$ cat src/rtl/whack_pkg.sv
`default_nettype none
// ============================================================================
// Package  : whack_pkg
// Purpose  : Shared types, constants and helpers for the whack-a-mole game
//            blocks (mole pacing state encoding, segment range, segment
//            selection helper).
// Contents : pacer_state_t  - mole pacer state encoding (2-bit)
//            SEG_COUNT      - number of usable 7-seg segments (0..6)
//            SEG_INVALID    - the one 3-bit code that is not a segment
//            pick_seg()     - maps an LFSR candidate to a legal segment that
//                             differs from the previous mole's segment
// Revision : 1.0 - initial release
// ============================================================================
package whack_pkg;

   typedef enum logic [1:0] {
      IDLE = 2'd0,
      GAP  = 2'd1,
      UP   = 2'd2
   } pacer_state_t;

   localparam int         SEG_COUNT   = 7;
   localparam logic [2:0] SEG_INVALID = 3'd7;

   // Fold the unused code 7 onto segment 0, then step forward (wrapping
   // 6 -> 0) if the result would repeat the previous mole's segment.
   function automatic logic [2:0] pick_seg(input logic [2:0] cand_raw,
                                           input logic [2:0] prev_seg);
      logic [2:0] w_cand;
      w_cand = (cand_raw == SEG_INVALID) ? 3'd0 : cand_raw;
      if (w_cand == prev_seg)
         w_cand = (w_cand == 3'(SEG_COUNT - 1)) ? 3'd0 : w_cand + 3'd1;
      return w_cand;
   endfunction

endpackage
`default_nettype wire

$ cat src/rtl/pace_counter.sv
`default_nettype none
// ============================================================================
// Module   : pace_counter
// Purpose  : Loadable down-counter that times both the dark gap and the
//            visible window of a mole. Counts down to zero and stops there.
//            is_one is registered and reports that the count now held is 1,
//            so the owner can act on the final cycle without a comparator
//            in its own path.
// Ports    : clk      - system clock
//            rst_n    - asynchronous active-low reset
//            load     - load load_val this edge (has priority over en)
//            load_val - value to load
//            en       - decrement this edge (ignored at zero)
//            is_one   - registered flag: count == 1
// Revision : 1.0 - initial release
// ============================================================================
module pace_counter
   import whack_pkg::*;
#(
   parameter int unsigned WIN_W = 24
) (
   input  logic             clk,
   input  logic             rst_n,
   input  logic             load,
   input  logic [WIN_W-1:0] load_val,
   input  logic             en,
   output logic             is_one
);

   localparam logic [WIN_W-1:0] c_ONE = {{(WIN_W-1){1'b0}}, 1'b1};

   logic [WIN_W-1:0] r_count;
   logic [WIN_W-1:0] w_count_nxt;

   always_comb begin
      w_count_nxt = r_count;
      if (load)
         w_count_nxt = load_val;
      else if (en && (r_count != '0))
         w_count_nxt = r_count - c_ONE;
   end

   // is_one is derived from the next count so it is valid in the same
   // cycle that the count itself holds 1.
   always_ff @(posedge clk or negedge rst_n) begin
      if (!rst_n) begin
         r_count <= '0;
         is_one  <= 1'b0;
      end else begin
         r_count <= w_count_nxt;
         is_one  <= (w_count_nxt == c_ONE);
      end
   end

endmodule
`default_nettype wire

$ cat src/rtl/mole_pacer.sv
`default_nettype none
// ============================================================================
// Module   : mole_pacer
// Purpose  : Sequences mole appearances: dark gap, then a visible window on a
//            chosen segment, ended by a correct hit or a timeout (miss).
//            Every HITS_PER_LEVEL hits raise the level and shorten the
//            window toward MIN_WINDOW. Dropping run returns to IDLE while
//            keeping level/miss count/window for score display.
// Ports    : clk        - system clock
//            rst_n      - asynchronous active-low reset
//            run        - game active
//            rand_in    - LFSR segment candidate (sampled every cycle)
//            hit        - one-cycle pulse: correct button pressed
//            mole_valid - mole currently displayed
//            mole_seg   - active mole segment 0..6
//            miss_pulse - one-cycle pulse: window expired unhit
//            level      - current difficulty level
//            miss_cnt   - misses this game, saturating at 15
//            window_cur - visible window currently in force (cycles)
// Revision : 1.0 - initial release
// ============================================================================
module mole_pacer
   import whack_pkg::*;
#(
   parameter int unsigned      WIN_W          = 24,
   parameter logic [WIN_W-1:0] BASE_WINDOW    = 24'd6_000_000,
   parameter logic [WIN_W-1:0] WINDOW_STEP    = 24'd500_000,
   parameter logic [WIN_W-1:0] MIN_WINDOW     = 24'd1_500_000,
   parameter logic [WIN_W-1:0] GAP_CYCLES     = 24'd500_000,
   parameter int unsigned      HITS_PER_LEVEL = 3,
   parameter int unsigned      MAX_LEVEL      = 7
) (
   input  logic             clk,
   input  logic             rst_n,
   input  logic             run,
   input  logic [2:0]       rand_in,
   input  logic             hit,
   output logic             mole_valid,
   output logic [2:0]       mole_seg,
   output logic             miss_pulse,
   output logic [2:0]       level,
   output logic [3:0]       miss_cnt,
   output logic [WIN_W-1:0] window_cur
);

   // One extra bit so MIN_WINDOW + WINDOW_STEP cannot wrap.
   localparam logic [WIN_W:0] c_STEP_THRESH = {1'b0, MIN_WINDOW} + {1'b0, WINDOW_STEP};
   localparam logic [3:0]     c_HITS_TARGET = 4'(HITS_PER_LEVEL);
   localparam logic [2:0]     c_LEVEL_MAX   = 3'(MAX_LEVEL);
   localparam logic [3:0]     c_MISS_SAT    = 4'hF;

   pacer_state_t     r_state;
   logic [3:0]       r_hit_cnt;

   logic             w_cnt_is_one;
   logic             w_cnt_load;
   logic             w_cnt_en;
   logic [WIN_W-1:0] w_cnt_val;
   logic [3:0]       w_hit_nxt;
   logic [WIN_W-1:0] w_window_dn;
   logic [2:0]       w_seg_pick;

   // ---------------------------------------------------------------------
   // Shared gap/window timer
   // ---------------------------------------------------------------------
   pace_counter #(
      .WIN_W (WIN_W)
   ) u_pace_counter (
      .clk      (clk),
      .rst_n    (rst_n),
      .load     (w_cnt_load),
      .load_val (w_cnt_val),
      .en       (w_cnt_en),
      .is_one   (w_cnt_is_one)
   );

   // The timer is reloaded on every state change into GAP or UP; its value
   // outside those states is never used, so a dropped run needs no reload.
   always_comb begin
      w_cnt_load = 1'b0;
      w_cnt_val  = GAP_CYCLES;
      w_cnt_en   = (r_state == GAP) || (r_state == UP);
      case (r_state)
         IDLE: w_cnt_load = run;
         GAP: begin
            if (run && w_cnt_is_one) begin
               w_cnt_load = 1'b1;
               w_cnt_val  = window_cur;
            end
         end
         UP:      w_cnt_load = run && (hit || w_cnt_is_one);
         default: w_cnt_load = 1'b0;
      endcase
   end

   assign w_hit_nxt   = r_hit_cnt + 4'd1;
   // Compare before subtracting: never underflows, lands exactly on the floor.
   assign w_window_dn = ({1'b0, window_cur} < c_STEP_THRESH) ? MIN_WINDOW
                                                             : window_cur - WINDOW_STEP;
   assign w_seg_pick  = pick_seg(rand_in, mole_seg);

   // ---------------------------------------------------------------------
   // Pacing FSM with registered outputs
   // ---------------------------------------------------------------------
   always_ff @(posedge clk or negedge rst_n) begin
      if (!rst_n) begin
         r_state    <= IDLE;
         r_hit_cnt  <= 4'd0;
         mole_valid <= 1'b0;
         mole_seg   <= 3'd0;
         miss_pulse <= 1'b0;
         level      <= 3'd0;
         miss_cnt   <= 4'd0;
         window_cur <= BASE_WINDOW;
      end else begin
         miss_pulse <= 1'b0;
         if (!run) begin
            // Score registers hold so the display can show the result.
            r_state    <= IDLE;
            mole_valid <= 1'b0;
         end else begin
            case (r_state)
               IDLE: begin
                  level      <= 3'd0;
                  miss_cnt   <= 4'd0;
                  r_hit_cnt  <= 4'd0;
                  window_cur <= BASE_WINDOW;
                  r_state    <= GAP;
               end
               GAP: begin
                  if (w_cnt_is_one) begin
                     r_state    <= UP;
                     mole_valid <= 1'b1;
                     mole_seg   <= w_seg_pick;
                  end
               end
               UP: begin
                  // A hit on the final window cycle beats the timeout.
                  if (hit) begin
                     mole_valid <= 1'b0;
                     r_state    <= GAP;
                     if (w_hit_nxt == c_HITS_TARGET) begin
                        r_hit_cnt <= 4'd0;
                        if (level < c_LEVEL_MAX) begin
                           level      <= level + 3'd1;
                           window_cur <= w_window_dn;
                        end
                     end else begin
                        r_hit_cnt <= w_hit_nxt;
                     end
                  end else if (w_cnt_is_one) begin
                     miss_pulse <= 1'b1;
                     mole_valid <= 1'b0;
                     r_state    <= GAP;
                     if (miss_cnt != c_MISS_SAT)
                        miss_cnt <= miss_cnt + 4'd1;
                  end
               end
               default: r_state <= IDLE;
            endcase
         end
      end
   end

endmodule
`default_nettype wire
$ cat config.mk
export PLATFORM = sky130hd
export DESIGN_NAME = mole_pacer
export DESIGN_NICKNAME = d
export VERILOG_FILES = /design/src/rtl/whack_pkg.sv /design/src/rtl/pace_counter.sv /design/src/rtl/mole_pacer.sv
export SDC_FILE = /design/constraint.sdc
export NUM_CORES = 1
export LEC_CHECK = 0
export ABC_CLOCK_PERIOD_IN_PS = 2500
export CAP_MARGIN = 25
export CORE_MARGIN = 1
export CORE_UTILIZATION = 45
export CTS_CLUSTER_DIAMETER = 150
export DETAILED_ROUTE_END_ITERATION = 6
export GPL_ROUTABILITY_DRIVEN = 0
export PLACE_DENSITY = 0.76
export SETUP_SLACK_MARGIN = 0.1
export SLEW_MARGIN = 20
export SYNTH_ARGS = -nofsm -noshare
export SYNTH_HDL_FRONTEND = slang
export SYNTH_SLANG_ARGS = --single-unit
$ cat constraint.sdc
create_clock -name clk -period 2.5 [get_ports clk]
set_input_delay 0.75 -clock clk [delete_from_list [all_inputs] [get_ports clk]]
set_output_delay 0.75 -clock clk [all_outputs]
set_load 0.05 [all_outputs]
# Word-level counts from Yosys, hierarchy flattened
# Index checks and enable logic that the tools add are counted.
# totals
ff_bits,67
out_inout_bits,36
wordCells,88
# classes
n_addsub,6
n_lt_le_gt_ge,2
n_eq_ne,17
muxes,39
reduce_logical,14
# ops
cell,n
2-to-1 mux 24 bit,8
case mux 24 bit (2 select lines),1
== test 24 x 1 -> 1 bit (second input constant),1
less-than comparator 24 x 21 -> 1 bit (second input constant),1
nonzero test 24 bit,1
subtractor 24 x 1 -> 24 bit (second input constant),1
subtractor 24 x 19 -> 24 bit (second input constant),1
2-to-1 mux 4 bit,5
2-to-1 mux 3 bit,6
case mux 4 bit (2 select lines),2
AND reduction 5 bit,2
2-to-1 mux 1 bit,9
AND reduction 3 bit,3
adder 4 x 1 -> 4 bit (second input constant),2
2-to-1 mux 2 bit,4
!= test 2 x 1 -> 1 bit (second input constant),4
adder 3 x 1 -> 3 bit (second input constant),2
== test 3 bit (second input constant),2
case mux 2 bit (3 select lines),1
case mux 3 bit (2 select lines),1
== test 4 x 2 -> 1 bit (second input constant),1
!= test 2 bit (second input constant),2
!= test 4 x 3 -> 1 bit (second input constant),1
!= test 4 bit (second input constant),1
other kinds (13),16

# Depth between registers and ports, before layout
# Gate-level depths: netlist of the first run.
# depth
depth_word,6
depth_mapped,11
mapped_depth_nobuf,10

# Modules after synthesis
# A second synthesis of the first run with hierarchy kept.
# hier_totals
hier_cells,469
area_unflattened_um2,4095.2
# modules_own_cells
mod,n_inst,cells_each,area_each_um2,seq_area_each_um2
mole_pacer,1,291,2474.9,938.4
pace_counter,1,178,1620.3,625.6

# Worst setup path after synthesis of the first run
# OpenSTA, ideal clock, no wires.
# synth_timing
kind,input port to flip-flop
start,input run
end,register u_pace_counter.is_one
setup_time_ns,0.068
t_arrival_ns,2.782
path_slack_ns,-0.350
stages,9
path_buffers,2
cell_sequence,buf_2 inv_2 or4_1 clkbuf_1 a32oi_1 nand3_1 or4_1 nor4_1 and4b_1
# synth_via
elab_chain_len,5
elab_cells_between_ends,8
# synth_lines
element,line_no,text
start: declaration,mole_pacer.sv:35,"input logic run,"
logical AND 1 bit,mole_pacer.sv:86,if (run && w_cnt_is_one) begin
2-to-1 mux 1 bit / 2-to-1 mux 24 bit (equally long branches),mole_pacer.sv:86,
case mux 1 bit (3 select lines) / 2-to-1 mux 24 bit (equally long branches),mole_pacer.sv:83,case (r_state)
2-to-1 mux 24 bit (*),pace_counter.sv:37,if (load)
via u_pace_counter.w_count_nxt[20],pace_counter.sv:33,logic [WIN_W-1:0] w_count_nxt;
== test 24 x 1 -> 1 bit (*),pace_counter.sv:51,is_one <= (w_count_nxt == c_ONE);
end signal: assignment,pace_counter.sv:51,
end: declaration,pace_counter.sv:27,output logic is_one
# The timed path passes the listed nets; every way through them passes the cells marked *.
# A chain may end at the register's enable or synchronous reset.

# Final worst setup path of the first run
# layout_timing
start,register u_pace_counter.r_count[0]
end,register u_pace_counter.is_one
# layout_via
elab_chain_len,5
elab_cells_between_ends,6
# layout_lines
element,line_no,text
start: declaration,pace_counter.sv:32,logic [WIN_W-1:0] r_count;
start signal: assignment,pace_counter.sv:50,r_count <= w_count_nxt;
branches (longest 2 deep; another with subtractor 24 x 1 -> 24 bit),-,
2-to-1 mux 24 bit (*),pace_counter.sv:39,else if (en && (r_count != '0))
2-to-1 mux 24 bit (*),pace_counter.sv:37,
via u_pace_counter.w_count_nxt[14],pace_counter.sv:33,
== test 24 x 1 -> 1 bit (*),pace_counter.sv:51,
# Mark *: on every way through the listed nets, which the timed path passes.

==> reports/summary.txt, run 1 <==
Largest net degree at the start of global routing = 23
DR WL/cell = 17.0 um
Worst reg2reg endpoint = u_pace_counter.is_one
Yosys top cell by area = dfrtp_1
Failing checks = setup timing
Synth warn = 0
Worst Path Required = 2.78 ns
Layout Skew = 0.00915 ns
Num CTS Buffers = 9
Worst R2R Start = u_pace_counter.r_count[0]
Post-synth top area share = 34.0%
Tightest Pin Transition = 0.516 ns
Internal Power = 2040 uW
Top delay family on crit path = simple AND/OR/NAND/NOR gates
Starting Density = 46.6%
Final worst setup slack = -0.350 ns
Total GRT Usage = 27.0%
Cell Pwr Density = 581 mW/mm^2
Synth Flop Type = dfrtp_1
Die Wd = 94.2 um
Register-to-register setup slack = -0.35 ns
Initial drt markers = 261
Htree depth = 3
Leakage Power = 0.00239 uW
Post-DR vias/cell = 5.78
Die Y = 94.2 um
Crit-path slowest cell = or4_4
Total core area = 0.00822 mm^2
DR pass1 iterations = 6
Sequential share of the synthesized area = 40.8%
IO Pins = 43
Clk_lat worst skew = 0.34 ns
Deepest clock path buffer count = 2
Crit path cell chain = inv_2, buf_4, buf_4, ha_1, buf_4, nand3_2, nor4_4, xnor2_2, o21ai_0, or4_4, nor4_4, and4b_1
Vias after detailed routing = 4043
Final period utilization = 114%
Filler instances = 637
Status = finished, violations left
First-pass GRT wire length = 18500 um
Nets = 608
Critical path type = register to register
R2R depth = 12
N_diodes = 0
Switch Pwr = 1200 uW
Synth-to-Final Area Change = 45.5%
Crit path DAT = 3.13 ns
Antenna violations before repair = 0
Buf/Inv on CP = 4
Max-cap violations = 0
Antenna-violating nets left = 0
Final max-slew violation count = 0
Die area = 0.00888 mm^2
Worst stage delay on the critical path = 0.55 ns
Comb power frac = 38.1%
Layout cell share with drive strength beyond 1 = 35.8%
Final hold vios = 0
Top cell by count, worst path = buf_4
Worst Hold Class = input port to asynchronous set/reset pin
Cell Area, Synth = 0.00383 mm^2
Post-layout min period = 2.85 ns
Startpoint types = register
Vias in the first global route = 3892
Top area cells in the synthesized netlist = dfrtp_1 (34%), dfstp_2 (6.9%), o21ai_0 (6.1%)
Switching Share = 36.9%
Yosys reg bits = 62
Number of distinct library cells after synthesis = 62
Routed WL = 11900 um
TritonCTS sink count = 62
CP Capture Type = register
Site Rows = 33
Power Total = 3240 uW
Clk pwr share = 24.9%
Final instance area = 0.00557 mm^2
Final number of setup-violating endpoints = 1
Avg Cell Area, Syn = 8.58 um^2
CTS tree = built
Flop pwr share = 37.0%
Hold-fix buffer count after cts = 0
Clk slew on worst S/H paths = 0.07 ns
Remaining global-route overflow = 0
Peak VDD IR = 0.415 mV
Asr flop ratio synth = 100%
Post-synth EDFFs = 0
Slew headroom = 65.5%
DRC Markers = 0
# port buffers = 37
Post-Syn Instances = 446
Buffer type at the clock tree root = clkbuf_8
Unrepaired setup endpoints after global routing = true
Post-DP HPWL = 8180 um
Post-Place Cell Area = 0.00496 mm^2
Worst Hold Slack = 0.347 ns
Crit Path Max Fanout = 3
Fmax = 351 MHz
-- layout make-up --
type	count	area, um^2	share of cell area (%)
Clock buffer	10	138	2.47
Sequential cell	62	1570	28.2
Multi-Input combinational cell	347	2410	43.3
Tap cell	105	131	2.36
Inverter	20	75.1	1.35
Clock inverter	6	37.5	0.674
Timing Repair Buffer	150	1210	21.7
-- per-layer routing --
metal  share of wire, %  global-route usage, %
met5                  0                      0
met4                2.9                   13.8
met3                5.0                   3.80
met2                 49                   43.6
met1                 43                   35.0
-- worst reg2reg max path: stages (launching register included) --
cell and delay (ns):
dfrtp_1 0.39, inv_2 0.08, buf_4 0.10, buf_4 0.09
ha_1 0.19, buf_4 0.13, nand3_2 0.14, nor4_4 0.36
xnor2_2 0.16, o21ai_0 0.19, or4_4 0.55, nor4_4 0.17
and4b_1 0.24
-- cell usage in the layout (no fill, tap or decap), types with 4 or more instances in the layout --
cell type,instances
buf_4,116
o21ai_2,5
nor4_4,6
ha_1,6
dfrtp_2,4
nand2_1,48
o21ai_0,38
or4_4,5
xor2_1,15
dlygate4sd2_1,10
clkbuf_8,10
and3_1,5
ha_4,4
inv_2,6
xnor2_1,11
nand4_1,6
o21ai_1,9
nor3_1,16
dfrtp_1,48
clkdlybuf4s50_1,17
dfstp_2,10
nand3_1,12
and2_1,4
nand3b_1,4
a21oi_1,24
a31oi_1,5
conb_1,5
nor2_1,36
or3_1,10
inv_1,14
or2_2,5
-- Yosys cell counts (5+ instances only) --
cell      count
dfrtp_1      52
or2_2         5
a21oi_1      27
a31oi_1       5
nor4_1        9
and3_1        5
nand3_1      14
o311ai_0      5
nor2_1       37
nand2_1      48
xor2_1       15
or3_1        12
ha_1         11
clkbuf_1     13
buf_4         5
xnor2_1      12
inv_1        19
nand4_1       6
nor3_1       17
dfstp_2      10
o21ai_0      47
-- stage by stage --
stage	util [%]	TNS [ns]	setup WS, ns	std cells
after floorplan	-	-0.208	-0.208	450
after global routing	67.8	-0.485	-0.485	700
after detailed placement	60.4	-1.83	-0.848	667
after CTS	65.0	-0.203	-0.203	695
final	67.8	-0.350	-0.350	700
after global placement	60.4	-1.31	-0.735	667
-- sequential cells by signal (all words and copies together), names as in the netlist, 2 cells and up --
register / count
u_pace_counter.r_count: 24
window_cur: 19
level: 3
r_hit_cnt: 4
mole_seg: 3
miss_cnt: 4
r_state: 2
-- worst max path at each step --
stage                               from               endpoint  slack (ns)  depth (start not counted)
4_1_cts                       r_state[1]  u_pace_counter.is_one       -0.20                         10
5_1_grt        u_pace_counter.r_count[0]  u_pace_counter.is_one       -0.49                         12
2_1_floorplan                        run  u_pace_counter.is_one       -0.21                          9
3_3_place_gp                         run  u_pace_counter.is_one       -0.73                          7
3_5_place_dp                         hit  u_pace_counter.is_one       -0.85                          9
6_report       u_pace_counter.r_count[0]  u_pace_counter.is_one       -0.35                         12
-- kinds of logic (layout without fill, tap and decap cells) --
| kind of cell | after synthesis | in the layout | synth area share [%] |
|---|---|---|---|
| simple gates | 184 | 184 | 25.5 |
| compound gates | 118 | 118 | 18.7 |
| flops | 62 | 62 | 40.8 |
| buf+inv | 41 | 186 | 4.61 |
| xor+xnor | 27 | 27 | 6.18 |
| fa+ha+maj | 12 | 12 | 3.86 |
| other cells | 1 | 5 | 0.0979 |
| mux | 1 | 1 | 0.261 |
-- what timing repair did --
item / in CTS / in global routing
pin swaps: 20 / 15
resized for setup: 40 / 49
endpoints found under the setup margin: 13 / 11
setup buffers: 12 / 5
-- power groups by stage --
stage	logic (uW)	registers (uW)	clock network [uW]
final	1230	1200	806
after global routing	1330	1200	852
after CTS	1130	1190	806
after detailed placement	1020	1200	0
after global placement	995	1200	0
after floorplan	467	1280	0
(Power assumes the default switching activity.)
==> inputs of run 2 (changes only) <==
- HOLD_SLACK_MARGIN: unset -> 0.12
==> results of run 2 <==
Same layout as run 1: the final DEF is identical, and so are final timing and power.
